<file path="config.mk">
export PLATFORM = sky130hd
export DESIGN_NAME = fifo_v3
export DESIGN_NICKNAME = d
export VERILOG_FILES = /design/src/rtl/fifo_v3.sv
export SDC_FILE = /design/constraint.sdc
export NUM_CORES = 1
export LEC_CHECK = 0
export ABC_AREA = 0
export CAP_MARGIN = 20
export CORE_MARGIN = 2
export CORE_UTILIZATION = 35
export CTS_CLUSTER_SIZE = 30
export DETAILED_ROUTE_END_ITERATION = 7
export GPL_TIMING_DRIVEN = 0
export PLACE_DENSITY = 0.62
export SLEW_MARGIN = 30
export SYNTH_ARGS = -nofsm -noshare
export SYNTH_HDL_FRONTEND = slang
export SYNTH_SLANG_ARGS = --single-unit
</file>
<file path="constraint.sdc">
create_clock -name clk_i -period 8.4 [get_ports clk_i]
set_clock_uncertainty 0.1 [all_clocks]
set_input_delay 1.68 -clock clk_i [delete_from_list [all_inputs] [get_ports clk_i]]
set_output_delay 1.68 -clock clk_i [all_outputs]
set_load 0.01 [all_outputs]
</file>
<file path="src/rtl/fifo_v3.sv">
// Single-clock FIFO with optional fall-through and DEPTH=0 pass-through.
// Holds AXI IDs/metadata in order; full/empty/usage report fill state.
module fifo_v3 #(
    parameter bit          FALL_THROUGH = 1'b0,
    parameter int unsigned DATA_WIDTH   = 32,
    parameter int unsigned DEPTH        = 8,
    parameter type         dtype        = logic [DATA_WIDTH-1:0],
    parameter int unsigned ADDR_DEPTH   = (DEPTH > 1) ? $clog2(DEPTH) : 1
) (
    input  logic                  clk_i,
    input  logic                  rst_ni,
    input  logic                  flush_i,
    input  logic                  testmode_i,
    output logic                  full_o,
    output logic                  empty_o,
    output logic [ADDR_DEPTH-1:0] usage_o,
    input  dtype                  data_i,
    input  logic                  push_i,
    output dtype                  data_o,
    input  logic                  pop_i
);

    localparam bit                    PASS       = (DEPTH == 0);
    localparam int unsigned           FIFO_DEPTH = (DEPTH > 0) ? DEPTH : 1;
    localparam logic [ADDR_DEPTH-1:0] LAST_PTR   = ADDR_DEPTH'(FIFO_DEPTH - 1);
    localparam logic [ADDR_DEPTH:0]   FULL_CNT   = (ADDR_DEPTH + 1)'(FIFO_DEPTH);

    logic [ADDR_DEPTH-1:0] read_pointer_q, read_pointer_d;
    logic [ADDR_DEPTH-1:0] write_pointer_q, write_pointer_d;
    logic [ADDR_DEPTH:0]   status_cnt_q, status_cnt_d;
    dtype                  mem_q [FIFO_DEPTH];
    dtype                  mem_d [FIFO_DEPTH];
    logic                  push_ok, pop_ok;

    logic unused_testmode;
    assign unused_testmode = testmode_i;

    always_comb begin
        if (PASS) begin
            full_o  = ~pop_i;
            empty_o = ~push_i;
        end else begin
            full_o  = (status_cnt_q == FULL_CNT);
            empty_o = (status_cnt_q == '0) & ~(FALL_THROUGH & push_i);
        end
    end

    assign usage_o = status_cnt_q[ADDR_DEPTH-1:0];
    assign push_ok = push_i & ~full_o;
    assign pop_ok  = pop_i & ~empty_o;

    always_comb begin
        read_pointer_d  = read_pointer_q;
        write_pointer_d = write_pointer_q;
        status_cnt_d    = status_cnt_q;
        mem_d           = mem_q;
        data_o          = PASS ? data_i : mem_q[read_pointer_q];

        if (push_ok) begin
            mem_d[write_pointer_q] = data_i;
            write_pointer_d = (write_pointer_q == LAST_PTR) ? '0 : write_pointer_q + 1'b1;
        end
        if (pop_ok) begin
            read_pointer_d = (read_pointer_q == LAST_PTR) ? '0 : read_pointer_q + 1'b1;
        end
        if (push_ok && !pop_ok) begin
            status_cnt_d = status_cnt_q + 1'b1;
        end else if (!push_ok && pop_ok) begin
            status_cnt_d = status_cnt_q - 1'b1;
        end

        // Fall-through on empty: present the input directly; a same-cycle pop
        // consumes it without touching storage.
        if (FALL_THROUGH && status_cnt_q == '0 && push_i) begin
            data_o = data_i;
            if (pop_i) begin
                read_pointer_d  = read_pointer_q;
                write_pointer_d = write_pointer_q;
                status_cnt_d    = status_cnt_q;
                mem_d           = mem_q;
            end
        end

        // Flush wins over push/pop; memory keeps its stale contents.
        if (flush_i || PASS) begin
            read_pointer_d  = '0;
            write_pointer_d = '0;
            status_cnt_d    = '0;
            mem_d           = mem_q;
        end
    end

    always_ff @(posedge clk_i or negedge rst_ni) begin
        if (!rst_ni) begin
            read_pointer_q  <= '0;
            write_pointer_q <= '0;
            status_cnt_q    <= '0;
            for (int i = 0; i < FIFO_DEPTH; i++) mem_q[i] <= '0;
        end else begin
            read_pointer_q  <= read_pointer_d;
            write_pointer_q <= write_pointer_d;
            status_cnt_q    <= status_cnt_d;
            mem_q           <= mem_d;
        end
    end

`ifndef SYNTHESIS
    if (!PASS) begin : g_checks
        // Overflow/underflow are legal (silently ignored) but usually a user bug.
        assert property (@(posedge clk_i) disable iff (!rst_ni) !(full_o && push_i))
            else $warning("fifo_v3: push while full ignored");
        assert property (@(posedge clk_i) disable iff (!rst_ni) !(empty_o && pop_i))
            else $warning("fifo_v3: pop while empty ignored");
    end
`endif

endmodule

</file>
==> results.cfg, run 1 <==
[outcome]
status = finished clean

[synthesis]
ys_seq_elements = 266
ys_async_sr_fraction_pct = 100.0
synth_area_per_cell_sq_um = 16.47
synth_seq_area_share_pct = 54.90
syn_nets = 781
synth.top_cells.by_area = dfrtp_1 (55%), mux2_2 (26%), mux4_2 (12%)
mappedNetlistArea_sq_um = 12120
yosysUniqueCellTypes = 40
yosysWarningCount = 0
synth_edf_count = 0
synth_top_cell_area_share_pct = 54.90
synthFlopType = dfrtp_1
syn_inst = 736
synth_top_cell_by_area = dfrtp_1

[route]
wl_per_cell_um = 19.98
drc_errors = 0
postRouteAntennaNets = 0
via_per_inst = 5.024
dr.first_iter.drc_count = 308
drt-pass1-iter-count = 4
wirelength_mm = 26.36
dr_total_vias = 6627

[setup_path]
cp.arrival_ps = 3450
critical_path.cell_chain = buf_2 -> buf_1 -> mux4_2 -> mux2_2 -> clkdlybuf4s50_1
crit_path_start_kind = flip-flop
cp.required_ps = 6620
cp_top_family = buffers and inverters
end_kind = output port
worst-path-buf-inv = 3
crit_slowest_cell = buf_1
path_class = flip-flop to output port
critical_path.max_stage_delay_ps = 720
cp_max_fo = 10

[clock_tree]
hold_buffers = 0
cts_sinks = 266
cts_setup_buffers = 0
clk_transition_reported_paths_ps = 60
cts_tree = built
cts-root-buf = clkbuf_16
clk_latency_ps = 530
cts_resized = 0
cts_buffers = 29
ctsLongestPathBuffers = 3
h-tree-depth = 1

[floorplan]
fp.dieH_um = 190.1
coreArea_sq_um = 34290
die_area_sq_um = 36150
io_pins = 75
die_width_um = 190.1
row_count = 68
start_util_pct = 35.36

[flow_run]
cap_violations = 0

[sta]
finalWorstSetupSlack_ps = 3174
hold_violations = 0
setup_viol = 0
fmax_ghz = 0.1914
maxSlewViolCount = 0
relSlewSlack_pct = 38.25
fin_crit_sh_pct = 62.21
timing.hold.ws_ps = 386.4
layout_min_cycle_time_ps = 5226
rsz0062_at_grt = no
tightest_slew_ps = 926.2

[cells_and_area]
diodes = 0
utilization_pct = 42.23
drive_gt1_share_pct = 50.81
multi_input_area_sq_um = 5162
syn_to_final_growth_pct = 19.44
finalNetCount = 887
final-seq-area_sq_um = 6656
nFillCells = 3093

[placement]
pre_cts_ws_ps = 3667
gp_congestion = 0.7090
place_hpwl_mm = 17.05
port_buffers = 72

[power]
leakage_nw = 6.445
ir_drop_mv = 0.1528
p_per_area_nw_per_um2 = 301.5

[global_route]
grt_pass1_vias = 7363
grt_pass1_wl_mm = 43.00
antenna_found_initial = 1
grtUsageTotal_pct = 15.31
grt_start_max_net_pins = 84
grt_overflow_total = 0

[hold_path]
hold_path.class = flip-flop to flip-flop
per-stage QoR:
step                      cells  instance area, sq um  power [mW]  TNS (ps)
after floorplan             736                 12120       2.595         0
after global placement     1263                 13410       3.104  -1668720
after detailed placement   1266                 13510       3.135         0
after CTS                  1319                 14480       4.439         0
after global routing       1319                 14480       4.616         0
final                      1319                 14480       4.366         0
power by group:
part           internal [mW]  switching (mW)
combinational          0.822           0.516
clock                  0.775           0.505
sequential              1.59           0.157
total                   3.19            1.18
cell families after synthesis:
family,Yosys count,synth area share (%)
AND/OR/NAND/NOR,34,1.837
buffers and inverters,56,2.580
adder cells (fa/ha/maj),7,0.7843
flip-flops,266,54.90
multiplexers,354,38.80
AO/OA/AOI/OAI,17,0.9495
XOR/XNOR,2,0.1445
routing by layer:
| metal | share of wire, % | track usage (%) | vias to the layer above | wire length [um] |
|---|---|---|---|---|
| met2 | 49 | 25.49 | 90 | 12820 |
| met3 | 3.2 | 2.398 | 34 | 832 |
| li1 | - | - | 2981 | - |
| met4 | 1.7 | 3.190 | 2 | 458 |
| met5 | 0.042 | 0 | - | 11 |
| met1 | 46 | 21.26 | 3520 | 12230 |
path summary, 6_finish.rpt:
| kind | startpoint | end | slack (ps) | cells past startpoint |
|---|---|---|---|---|
| hold / removal | mem_q[130]$_DFFE_PN0P_ | mem_q[130]$_DFFE_PN0P_ | 390 | 1 |
| hold reg to reg | mem_q[130]$_DFFE_PN0P_ | mem_q[130]$_DFFE_PN0P_ | 390 | 1 |
| setup / recovery | read_pointer_q[0]$_DFFE_PN0P_ | data_o[30] | 3170 | 5 |
| min in group asynchronous | rst_ni | mem_q[72]$_DFFE_PN0P_ | 1000 | 1 |
| max in group asynchronous | rst_ni | mem_q[152]$_DFFE_PN0P_ | 6370 | 2 |
| setup reg to reg | status_cnt_q[2]$_DFFE_PN0P_ | status_cnt_q[3]$_DFFE_PN0P_ | 5470 | 7 |
placed cells by master (no fill, tap or decap), drive strengths merged, types with 2 or more instances in the layout:
cell           instances
a21oi                  9
mux4                  64
mux2i                  2
or4b                   2
nand2                  9
nand3b                 2
o311ai                 2
nor3b                  3
nand3                  4
clkdlybuf4s50         71
inv                    5
xnor2                  2
bufinv                 2
nor3                   2
dfrtp                266
nor2                   6
ha                     6
clkinv                 4
clkbuf                60
buf                   42
mux2                 288
sequential cells by signal (all words and copies together), names as in the netlist:
register	flops
mem_q	256
status_cnt_q	4
read_pointer_q	3
write_pointer_q	3
synth_stat cells, types with 2 or more instances:
library cell  count
ha_1              6
nand3b_1          2
dfrtp_1         266
inv_1             3
mux4_2           64
mux2i_1           2
xnor2_1           2
nand2_1           9
clkbuf_1         14
nor3b_4           2
mux2_2          284
buf_6             6
mux2_1            4
nand3_1           4
buf_2            16
a21oi_1           9
or4b_1            2
buf_1             6
nor2_1            5
buf_4            10
area by class of cell:
type	count	area share (%)
clock inverter	7	0.6134
inverter	4	0.1037
clock buffer	46	6.074
multi-input combinational	414	35.65
tap	455	3.931
buffer	52	2.082
sequential	266	45.97
timing repair buffer	75	5.581
(Power assumes the default switching activity.)
==> run 2: changes to the inputs <==
- PLACE_DENSITY: 0.62 -> 0.64
- clock period: 8.4 -> 4.44 ns (I/O delays scaled with it)
==> run 2 against run 1 <==
  * Final cell count barely moved
  * Worst hold slack worse by 210 ps
  * Register-to-register slack worse by 3900 ps
  * Largest cell class unchanged
  * Die area is the same
  * Highest routed layer unchanged
  * Final area decreased by 0.29%
  * Clock power up 80%
  * Global-route usage is 0.22 points lower
==> results.cfg, run 2 (same netlist as run 1, synthesis figures left out) <==
[outcome]
status = finished clean

[power]
ir_drop_mv = 0.3267
total_power_mw = 8.147
p_per_area_nw_per_um2 = 564.2
leakage_nw = 6.427

[sta]
layout_min_cycle_time_ps = 4313
tightest_slew_ps = 862.3
relSlewSlack_pct = 42.51
setup_viol = 0
maxSlewViolCount = 0
hold_violations = 0
rsz0062_at_grt = no
fmax_ghz = 0.2318
fin_crit_sh_pct = 97.15
finalWorstSetupSlack_ps = 126.6

[placement]
dp.cells = 1266
place_hpwl_mm = 16.68
port_buffers = 72
gp_congestion = 0.6970
pre_cts_ws_ps = 470.7

[clock_tree]
ctsLongestPathBuffers = 3
cts_resized = 2
cts_buffers = 29
hold_buffers = 0
cts-root-buf = clkbuf_16
h-tree-depth = 1
cts_setup_buffers = 0
cts_tree = built
clk_transition_reported_paths_ps = 60
clk_latency_ps = 540
cts_sinks = 266

[global_route]
grt_pass1_vias = 7236
antenna_found_initial = 2
grtUsageTotal_pct = 15.08
grt_overflow_total = 0
use_met2_pct = 24.62
grt_pass1_wl_mm = 42.17
top_usage_layer = met2
grtUsageMet3_pct = 2.490
grtUsageMet1_pct = 21.37
grt_start_max_net_pins = 83

[route]
dr.first_iter.drc_count = 337
postRouteAntennaNets = 0
drt-pass1-iter-count = 4
via_per_inst = 5.081
drc_errors = 0
wl_per_cell_um = 20.02
wirelength_mm = 26.39
dr_total_vias = 6697

[cells_and_area]
largest-register = mem_q
reg_top3 = mem_q (256), status_cnt_q (4)
largest_register_ffs = 256
final_cells = 1318
drive_gt1_share_pct = 50.98
finalNetCount = 887
final_cell_mix = mux2_2 (284), dfrtp_1 (266), clkdlybuf4s50_1 (71)
diodes = 0
syn_to_final_growth_pct = 19.09
layout_commonest_cell = mux2_2

[floorplan]
coreArea_sq_um = 34290
start_util_pct = 35.36
io_pins = 75
die_area_sq_um = 36150
fp.dieH_um = 190.1
die_width_um = 190.1
row_count = 68

[setup_path]
cp_top_family = buffers and inverters
crit_slowest_cell = clkbuf_1
end_kind = output port
cp.arrival_ps = 3330
path_class = flip-flop to output port
cp.required_ps = 3450
critical_path.max_stage_delay_ps = 710
cp_max_fo = 10
crit_path_start_kind = flip-flop
cpMostUsedCell = clkbuf_1
critical_path.cell_chain = clkbuf_1 -> clkbuf_1 -> mux4_2 -> mux2_2 -> clkdlybuf4s50_1
worst-path-buf-inv = 3

[flow_run]
cap_violations = 0

[hold_path]
hold_path.class = primary input to async pin
==> run 2: cell types whose count changed in the layout (fill, tap and decap cells not counted) <==
cell | before | now
clkbuf_1 | 22 | 21
clkinv_4 | 0 | 1
clkinv_2 | 4 | 5
bufinv_16 | 2 | 0
buf_1 | 3 | 2
clkdlybuf4s15_2 | 0 | 1
==> run 2: worst paths after layout <==
path	slack [ps]	end	cells after the start	from
worst max-delay path	130	data_o[16]	5	read_pointer_q[1]$_DFFE_PN0P_
worst min-delay path	180	mem_q[68]$_DFFE_PN0P_	1	rst_ni
worst max register to register	1560	status_cnt_q[3]$_DFFE_PN0P_	7	status_cnt_q[2]$_DFFE_PN0P_
worst min register to register	390	mem_q[130]$_DFFE_PN0P_	1	mem_q[130]$_DFFE_PN0P_
max in group asynchronous	2920	mem_q[248]$_DFFE_PN0P_	3	rst_ni
min in group clk_i	390	mem_q[130]$_DFFE_PN0P_	1	mem_q[130]$_DFFE_PN0P_
==> run 2: routing by layer <==
layer,vias to the layer above,part of all wire (%)
li1,2977,-
met1,3587,47
met2,90,48
met3,39,3.5
met4,4,1.4
met5,-,0.11
==> run 2: final cells by class <==
type / count / area, sq um
Inverter: 4 / 15.01
Tap cell: 455 / 569.3
Fill cell: 3159 / 19850
Clock inverter: 7 / 42.54
Multi-Input combinational cell: 414 / 5162
Timing Repair Buffer: 75 / 808.3
Sequential cell: 266 / 6656
Clock buffer: 45 / 875.8
Buffer: 52 / 309.0
==> run 2: metrics by stage <==
step	TNS (ps)	instance area, sq um	hold WS, ps	util, %
floorplan	0	12120	352.4	-
global placement	-2495980	13410	367.4	39.12
detailed placement	0	13510	374.1	39.41
CTS	0	14440	189.0	42.11
global route	0	14440	199.2	42.11
finish	0	14440	177.1	42.11
==> run 2: power breakdown <==
group          switching [mW]  leakage (nW)  internal, mW  total, mW
Sequential              0.297          3.51          3.01       3.30
Combinational           0.983          2.46          1.56       2.54
Clock                   0.953         0.459          1.35       2.30
Total                    2.23          6.43          5.91       8.15
==> run 2: worst register-to-register path, stage by stage (launching register included) <==
cell and delay [ps]:
dfrtp_1 470, o41ai_2 720, nand3_1 270, ha_1 340, a21o_1 210, a2111oi_0 440
mux2i_1 130, o311ai_1 90
